--- config.mk ---
export PLATFORM = sky130hd
export DESIGN_NAME = rr_arbiter_4
export DESIGN_NICKNAME = d
export VERILOG_FILES = /design/src/rtl/arb_pkg.sv /design/src/rtl/decoder_2_4.sv /design/src/rtl/rr_arbiter_4.sv
export SDC_FILE = /design/constraint.sdc
export NUM_CORES = 1
export LEC_CHECK = 0
export ABC_CLOCK_PERIOD_IN_PS = 3650
export CAP_MARGIN = 20
export CORE_UTILIZATION = 55
export DETAILED_ROUTE_END_ITERATION = 8
export PLACE_DENSITY = 0.88
export SYNTH_ARGS = -nofsm -noshare
export SYNTH_HDL_FRONTEND = slang
export SYNTH_SLANG_ARGS = --single-unit
--- constraint.sdc ---
create_clock -name clk -period 3.65 [get_ports clk]
set_input_delay 1.095 -clock clk [delete_from_list [all_inputs] [get_ports clk]]
set_output_delay 1.095 -clock clk [all_outputs]
set_load 0.03 [all_outputs]
--- src/rtl/arb_pkg.sv ---
// Shared types and helpers for the 4-requester round-robin arbiter.
package arb_pkg;

    localparam int N_REQ = 4;
    localparam int IDX_W = 2;

    typedef enum logic {
        IDLE  = 1'b0,
        GRANT = 1'b1
    } state_t;

    // First set bit of r when scanning ptr, ptr+1, ... with wrap-around.
    function automatic logic [IDX_W-1:0] rr_pick(input logic [N_REQ-1:0] r,
                                                 input logic [IDX_W-1:0] ptr);
        logic [IDX_W-1:0] idx;
        logic             found;
        rr_pick = ptr;
        found   = 1'b0;
        for (int i = 0; i < N_REQ; i++) begin
            idx = ptr + IDX_W'(i);
            if (!found && r[idx]) begin
                rr_pick = idx;
                found   = 1'b1;
            end
        end
    endfunction

endpackage

--- src/rtl/decoder_2_4.sv ---
// 2-to-4 one-hot decoder with enable; all outputs low when disabled.
module decoder_2_4 (
    input  logic       x0,
    input  logic       x1,
    input  logic       e,
    output logic [3:0] y
);

    always_comb begin
        // NOTE: every always_comb output gets a default first so no path leaves it unassigned (no latch).
        y = 4'b0000;
        if (e) begin
            y[{x1, x0}] = 1'b1;
        end
    end

endmodule

--- src/rtl/rr_arbiter_4.sv ---
// Four-requester round-robin arbiter with a per-holder hold limit;
// grant index/valid are registered, the one-hot grant is a pure decode of them.
module rr_arbiter_4
    import arb_pkg::*;
#(
    parameter int HOLD_MAX = 16
) (
    input  logic             clk,
    input  logic             rst_n,
    input  logic             en,
    input  logic [N_REQ-1:0] req,
    output logic [N_REQ-1:0] gnt,
    output logic [IDX_W-1:0] gnt_idx,
    output logic             gnt_valid
);

    localparam int              CNT_W     = (HOLD_MAX > 1) ? $clog2(HOLD_MAX) : 1;
    localparam logic [CNT_W-1:0] HOLD_LAST = CNT_W'(HOLD_MAX - 1);

    state_t           state;
    logic [IDX_W-1:0] ptr;
    logic [CNT_W-1:0] hold_cnt;

    logic [N_REQ-1:0] others;
    logic [N_REQ-1:0] cand;
    logic [IDX_W-1:0] winner;
    logic             timeout;
    logic             keep;

    always_comb begin
        others  = req & ~(N_REQ'(1) << gnt_idx);
        // In IDLE nobody holds, so every request is a candidate.
        cand    = (state == GRANT) ? others : req;
        winner  = rr_pick(cand, ptr);
        timeout = (hold_cnt == HOLD_LAST) && (others != '0);
        keep    = en && req[gnt_idx] && !timeout;
    end

    always_ff @(posedge clk or negedge rst_n) begin
        if (!rst_n) begin
            state     <= IDLE;
            gnt_idx   <= '0;
            gnt_valid <= 1'b0;
            ptr       <= '0;
            hold_cnt  <= '0;
        end else begin
            // NOTE: sequential state uses non-blocking assignments so every register samples pre-edge values.
            case (state)
                IDLE: begin
                    if (en && (req != '0)) begin
                        state     <= GRANT;
                        gnt_idx   <= winner;
                        gnt_valid <= 1'b1;
                        hold_cnt  <= '0;
                        ptr       <= winner + 1'b1;
                    end
                end
                GRANT: begin
                    if (!en) begin
                        state     <= IDLE;
                        gnt_valid <= 1'b0;
                    end else if (keep) begin
                        if (hold_cnt != HOLD_LAST) begin
                            hold_cnt <= hold_cnt + 1'b1;
                        end
                    end else if (others != '0) begin
                        // Back-to-back handover; ptr already points past the holder.
                        gnt_idx  <= winner;
                        hold_cnt <= '0;
                        ptr      <= winner + 1'b1;
                    end else begin
                        state     <= IDLE;
                        gnt_valid <= 1'b0;
                    end
                end
                default: begin
                    state     <= IDLE;
                    gnt_valid <= 1'b0;
                end
            endcase
        end
    end

    decoder_2_4 u_dec (
        .x0 (gnt_idx[0]),
        .x1 (gnt_idx[1]),
        .e  (gnt_valid),
        .y  (gnt)
    );

endmodule

==> summary.md, run 1 <==
| Metric | Value |
|---|---|
| GRT Residual Overflow | `0` |
| Critical path class | `register to output pin` |
| DRT Pass-1 Iters | `4` |
| Clock Pin Slew Worst Setup and Hold Paths | `0.07 ns` |
| CP arrival | `2.01 ns` |
| Max_cap viols | `0` |
| Critical path peak fanout | `16` |
| Nets | `115` |
| VDD IR max | `0.0004482 V` |
| Post-Synthesis Cells | `96` |
| Share of cells above drive strength 1 | `16.98%` |
| Netlist cell types | `49` |
| #FFs+latches synth | `10` |
| Worst hold-check path type | `register to register` |
| Crit-path max cell delay | `0.70 ns` |
| Area of placed instances | `994.7 um^2` |
| Worst Setup End Kind | `output pin` |
| Reg2reg path depth | `6` |
| Die area | `0.001802 mm^2` |
| CP required | `2.55 ns` |
| Highest clock rate | `321.9 MHz` |
| Placed insts | `118` |
| Via count of the routed design | `791` |
| First-pass GRT wire length | `3160 um` |
| TritonCTS Buffers | `3` |
| DRC violations left | `0` |
| Initial antenna violation count | `0` |
| Worst Setup SP | `gnt_idx[0]` |
| Avg Inst Size Synth | `9.371 um^2` |
| CTS resizes | `0` |
| Drt wl/cell | `15.20 um` |
| Die X | `42.45 um` |
| Finished Cell Area | `0.001031 mm^2` |
| RSZ-0062 raised after global routing | `no` |
| Finished Core Util | `67.65%` |
| Critical path depth | `3` |
| Routed WL | `1855 um` |
| Clk root buf | `clkbuf_4` |
| Crit-path cells | `inv_1 -> nor3b_1 -> clkdlybuf4s50_1` |
| Die Y | `42.45 um` |
| Slew Viols, Final | `0` |
| CTS Hold Bufs | `0` |
| R2r startpoint | `gnt_idx[0]` |
| Vias per cell | `6.484` |
| DP Wirelength | `1360 um` |
| Overall global routing resource usage | `21.87%` |
| N_diodes | `0` |
| Synth cell count leaders | `dfrtp_1 (10), nand2_1 (6), inv_1 (5), nand3_1 (5), o31ai_1 (4)` |
| Synthesis-to-finish area growth | `14.60%` |
| Rows | `14` |
| Post-CTS Setup Bufs | `0` |
| Pwr Density | `692.1 mW/mm^2` |
| Clock tree sinks | `10` |
| Fin cells | `122` |
| Pin count of the biggest net entering global routing | `18` |
| Top cell type's share of synthesized area | `27.82%` |
| Core footprint | `0.001524 mm^2` |
| Worst-Skew Late Latency | `0.26 ns` |
| Final-report setup violation count | `0` |
| Initial Util | `59.03%` |
| Post-synthesis cell area | `899.6 um^2` |
| # H-tree levels | `1` |
| Synth Flop Type | `dfrtp_1` |
| Seq/Total Area, Yosys | `27.82%` |
| Final Cycle Share | `85.11%` |
| CTS tree | `done` |
| Measured slew at the worst slew-check pin | `0.4948 ns` |
| Synth top area cells | `dfrtp_1 (28%), mux2_2 (3.8%), o31ai_1 (3.3%)` |
| DRT iter0 DRCs | `23` |
| Setup_tns | `0 ns` |
| Headroom to the max-slew limit | `67.02%` |
| R2r setup slk | `1.55 ns` |
| Num ports | `14` |
| Startpoint types | `register` |
| Leakage power | `0.4246 nW` |
| Worst setup path endpoint | `gnt[1]` |
| Max clock buf depth | `2` |
| WP buf/inv | `2` |
| Synth area leader | `dfrtp_1` |
| Async S/R FF share, synth | `100.0%` |
| PortBufs | `13` |
| Setup Skew | `0.002624 ns` |
| Syn_nets | `104` |
| Final Hold Viols | `0` |
| Most frequent cell after synthesis | `dfrtp_1` |
| Top Family by Delay on Critical Path | `buffers and inverters` |
| Vias in the first global route | `706` |
| Final Power | `0.7136 mW` |
| EDFF count, synth | `0` |
| Post-DRT Antenna Nets | `0` |
| Status | `finished clean` |
| Placer Congestion | `0.7963` |
| Slowest cell on crit path | `clkdlybuf4s50_1` |
| Critical R2R Capture | `ptr[1]` |
| Fin crit period | `3.106 ns` |
| Yosys warns | `0` |
[state kept, by name (all words and copies together) (netlist names)]
signal and flops:
hold_cnt 4, gnt_idx 2, ptr 2, gnt_valid 1
state 1
[final cells by class]
class | instances | area [um^2]
inverters | 5 | 18.77
flip-flops and latches | 10 | 250.2
clock buffers | 4 | 36.28
multi-input cells | 74 | 575.6
repair buffers | 13 | 130.1
fillers | 135 | 493.0
well taps | 16 | 20.02
[layout by cell type (no fill, tap or decap), types with 2 or more instances in the layout]
master	instances
o311ai_1	2
o21a_1	2
o21ai_0	2
nor3b_1	3
and3b_1	2
a21boi_1	2
clkbuf_4	3
inv_1	5
clkdlybuf4s50_1	13
nand3_1	5
nor2_1	3
o21ai_1	3
and3_1	2
dfrtp_1	10
nand2b_1	3
o31ai_1	4
nand2_1	6
mux2_2	3
a21oi_1	3
[how the worst min path moves through the flow]
stage,start,endpoint,slack (ns),cells after the start
2_1_floorplan,hold_cnt[3],hold_cnt[3],0.45,1
3_3_place_gp,hold_cnt[3],hold_cnt[3],0.47,1
3_5_place_dp,hold_cnt[3],hold_cnt[3],0.48,1
5_1_grt,hold_cnt[3],hold_cnt[3],0.50,1
4_1_cts,hold_cnt[3],hold_cnt[3],0.49,1
6_report,hold_cnt[3],hold_cnt[3],0.49,1
[stage by stage]
| step | setup WS [ns] | hold WS, ns |
|---|---|---|
| 2_1_floorplan | 1.139 | 0.4478 |
| 3_3_place_gp | 0.6067 | 0.4700 |
| 3_5_place_dp | 0.5702 | 0.4783 |
| 4_1_cts | 0.5292 | 0.4907 |
| 5_1_grt | 0.4268 | 0.4974 |
| 6_report | 0.5435 | 0.4891 |
[kinds of logic (layout without fill, tap and decap cells)]
group	count (synthesis)	count (layout)	synth area share (%)
and+or+nand+nor	36	36	25.18
AOI/OAI and AO/OA	29	29	26.29
buffers and inverters	12	22	8.206
DFF	10	10	27.82
muxes	6	6	9.039
adders and majority gates	2	2	2.503
xor gates and xnor gates	1	1	0.9738
[metal layers]
| metal | up-vias | routed length (um) | track usage, % |
|---|---|---|---|
| met2 | 19 | 889 | 33.23 |
| met4 | 0 | 0 | 5.625 |
| met1 | 389 | 889 | 33.79 |
| met5 | - | 0 | 0 |
| li1 | 383 | - | - |
| met3 | 0 | 76 | 1.293 |
[report_power, final]
group	internal [mW]	leakage, nW	total (mW)	switching [mW]
Clock	0.0604	0.0210	0.0968	0.0364
Sequential	0.141	0.125	0.223	0.0822
Combinational	0.196	0.279	0.394	0.198
Power figures use the tool's default switching activity.
==> inputs of run 2 (changes only) <==
ABC_CLOCK_PERIOD_IN_PS = 2740   (was 3650)
CORE_UTILIZATION = 47   (was 55)
PLACE_DENSITY = 0.81   (was 0.88)
SLEW_MARGIN = 20   (was default)
clock period = 2.74 ns   (was 3.65 ns; I/O delays follow)
==> summary.md, run 2 (synthesis gave the netlist of run 1 again) <==
| Metric | Value |
|---|---|
| Routed WL | `1964 um` |
| Pwr Density | `880.4 mW/mm^2` |
| Headroom to the max-slew limit | `68.03%` |
| Leakage power | `0.4550 nW` |
| Post-CTS Setup Bufs | `0` |
| Top Family by Delay on Critical Path | `buffers and inverters` |
| Placer Congestion | `0.8097` |
| Power share of the combinational group | `61.1%` |
| Startpoint types | `register` |
| N_diodes | `0` |
| Area of placed instances | `0.001066 mm^2` |
| Num ports | `14` |
| Critical path peak fanout | `17` |
| Vias per cell | `5.935` |
| Share of cells above drive strength 1 | `22.12%` |
| Max_cap viols | `0` |
| Vias in the first global route | `707` |
| CTS resizes | `0` |
| Top flop regs | `hold_cnt: 4 flops, gnt_idx: 2 flops, ptr: 2 flops` |
| DRT Pass-1 Iters | `4` |
| PortBufs | `13` |
| Synthesis-to-finish area growth | `21.00%` |
| Most frequent cells in the layout | `clkdlybuf4s50_1 (13), dfrtp_1 (10), buf_4 (8), nand2_1 (6)` |
| RSZ-0062 raised after global routing | `no` |
| Final Hold Viols | `0` |
| CP required | `1.92 ns` |
| TritonCTS Buffers | `3` |
| Fin crit period | `2.612 ns` |
| Pint | `0.5286 mW` |
| Worst Setup End Kind | `output pin` |
| Nets | `123` |
| GRT Residual Overflow | `0` |
| First-pass GRT wire length | `3174 um` |
| Worst Setup SP | `gnt_idx[1]` |
| DRT iter0 DRCs | `24` |
| Worst hold-check path type | `register to register` |
| Measured slew at the worst slew-check pin | `0.4796 ns` |
| CTS Hold Bufs | `0` |
| CTS tree | `done` |
| Final Power | `0.9583 mW` |
| Clock Pin Slew Worst Setup and Hold Paths | `0.06 ns` |
| Core footprint | `0.001764 mm^2` |
| Clk root buf | `clkbuf_4` |
| Net Sw Frac | `44.84%` |
| Placed insts | `135` |
| Slew Viols, Final | `0` |
| Rows | `15` |
| Setup_tns | `0 ns` |
| Fin cells | `138` |
| VDD IR max | `0.0004437 V` |
| Largest Register | `hold_cnt` |
| Post-DRT Antenna Nets | `0` |
| Setup Skew | `0.002737 ns` |
| # H-tree levels | `1` |
| Status | `finished clean` |
| DRC violations left | `0` |
| Seq pwr share | `28.7%` |
| Highest clock rate | `382.9 MHz` |
| Critical path class | `register to output pin` |
| Die area | `0.002093 mm^2` |
| Via count of the routed design | `819` |
| Initial Util | `50.99%` |
| Max clock buf depth | `2` |
| Max reg flops | `4` |
| # fillers | `168` |
| Clock tree sinks | `10` |
| PnR worst setup slack | `0.1281 ns` |
| Crit-path cells | `and3_1 -> clkdlybuf4s50_1` |
| Overall global routing resource usage | `21.30%` |
| Initial antenna violation count | `0` |
| Final Cycle Share | `95.32%` |
| Crit-path max cell delay | `0.67 ns` |
| Die Y | `45.75 um` |
| Finished Cell Area | `0.001089 mm^2` |
| Worst hold path startpoint | `hold_cnt[3]` |
| DP Wirelength | `1478 um` |
| Worst hold margin | `0.4998 ns` |
| Clock share of power | `10.2%` |
| Most common cell after layout, fill and taps aside | `clkdlybuf4s50_1` |
| CP arrival | `1.79 ns` |
| Sw power | `0.4298 mW` |
| Die X | `45.75 um` |
| Worst-Skew Late Latency | `0.26 ns` |
| Pin count of the biggest net entering global routing | `18` |
| Finished Core Util | `61.70%` |
| R2r startpoint | `gnt_idx[1]` |
| DP Worst Slack | `-0.03107 ns` |
| Drt wl/cell | `14.23 um` |
| Final-report setup violation count | `0` |
| Slowest cell on crit path | `clkdlybuf4s50_1` |
| WP buf/inv | `1` |
[run 2: changes by cell type in the layout (fill, tap and decap cells not counted)]
cell      previous run  this run
buf_4                0         8
clkbuf_8             1         0
[run 2: power groups by stage]
stage                     clock network (mW)  logic, mW  registers [mW]
after global placement                     0      0.565           0.269
after detailed placement                   0      0.579           0.277
after CTS                              0.100      0.586           0.276
final                                 0.0977      0.585           0.275
after floorplan                            0      0.483           0.236
after global routing                   0.108      0.630           0.286
[run 2: routing by layer]
layer,wire [um],track usage [%],up-vias
met5,0,0,-
met4,9,8.824,0
met3,125,3.968,2
met2,902,32.86,25
met1,927,29.21,391
li1,-,-,401
[run 2: final cells by class]
class	instances	area (um^2)	share of cell area, %
flip-flops and latches	10	250.2	22.99
well taps	25	31.28	2.874
repair buffers	21	190.2	17.47
multi-input cells	74	575.6	52.87
inverters	5	18.77	1.724
clock buffers	3	22.52	2.069
[run 2: worst paths after layout]
check	cells past startpoint	to	slack, ns
max in group asynchronous	1	ptr[0]	1.54
min in group asynchronous	1	hold_cnt[1]	0.88
max	2	gnt[3]	0.13
min reg2reg	1	hold_cnt[3]	0.50
max reg2reg	6	gnt_idx[1]	0.70
min	1	hold_cnt[3]	0.50
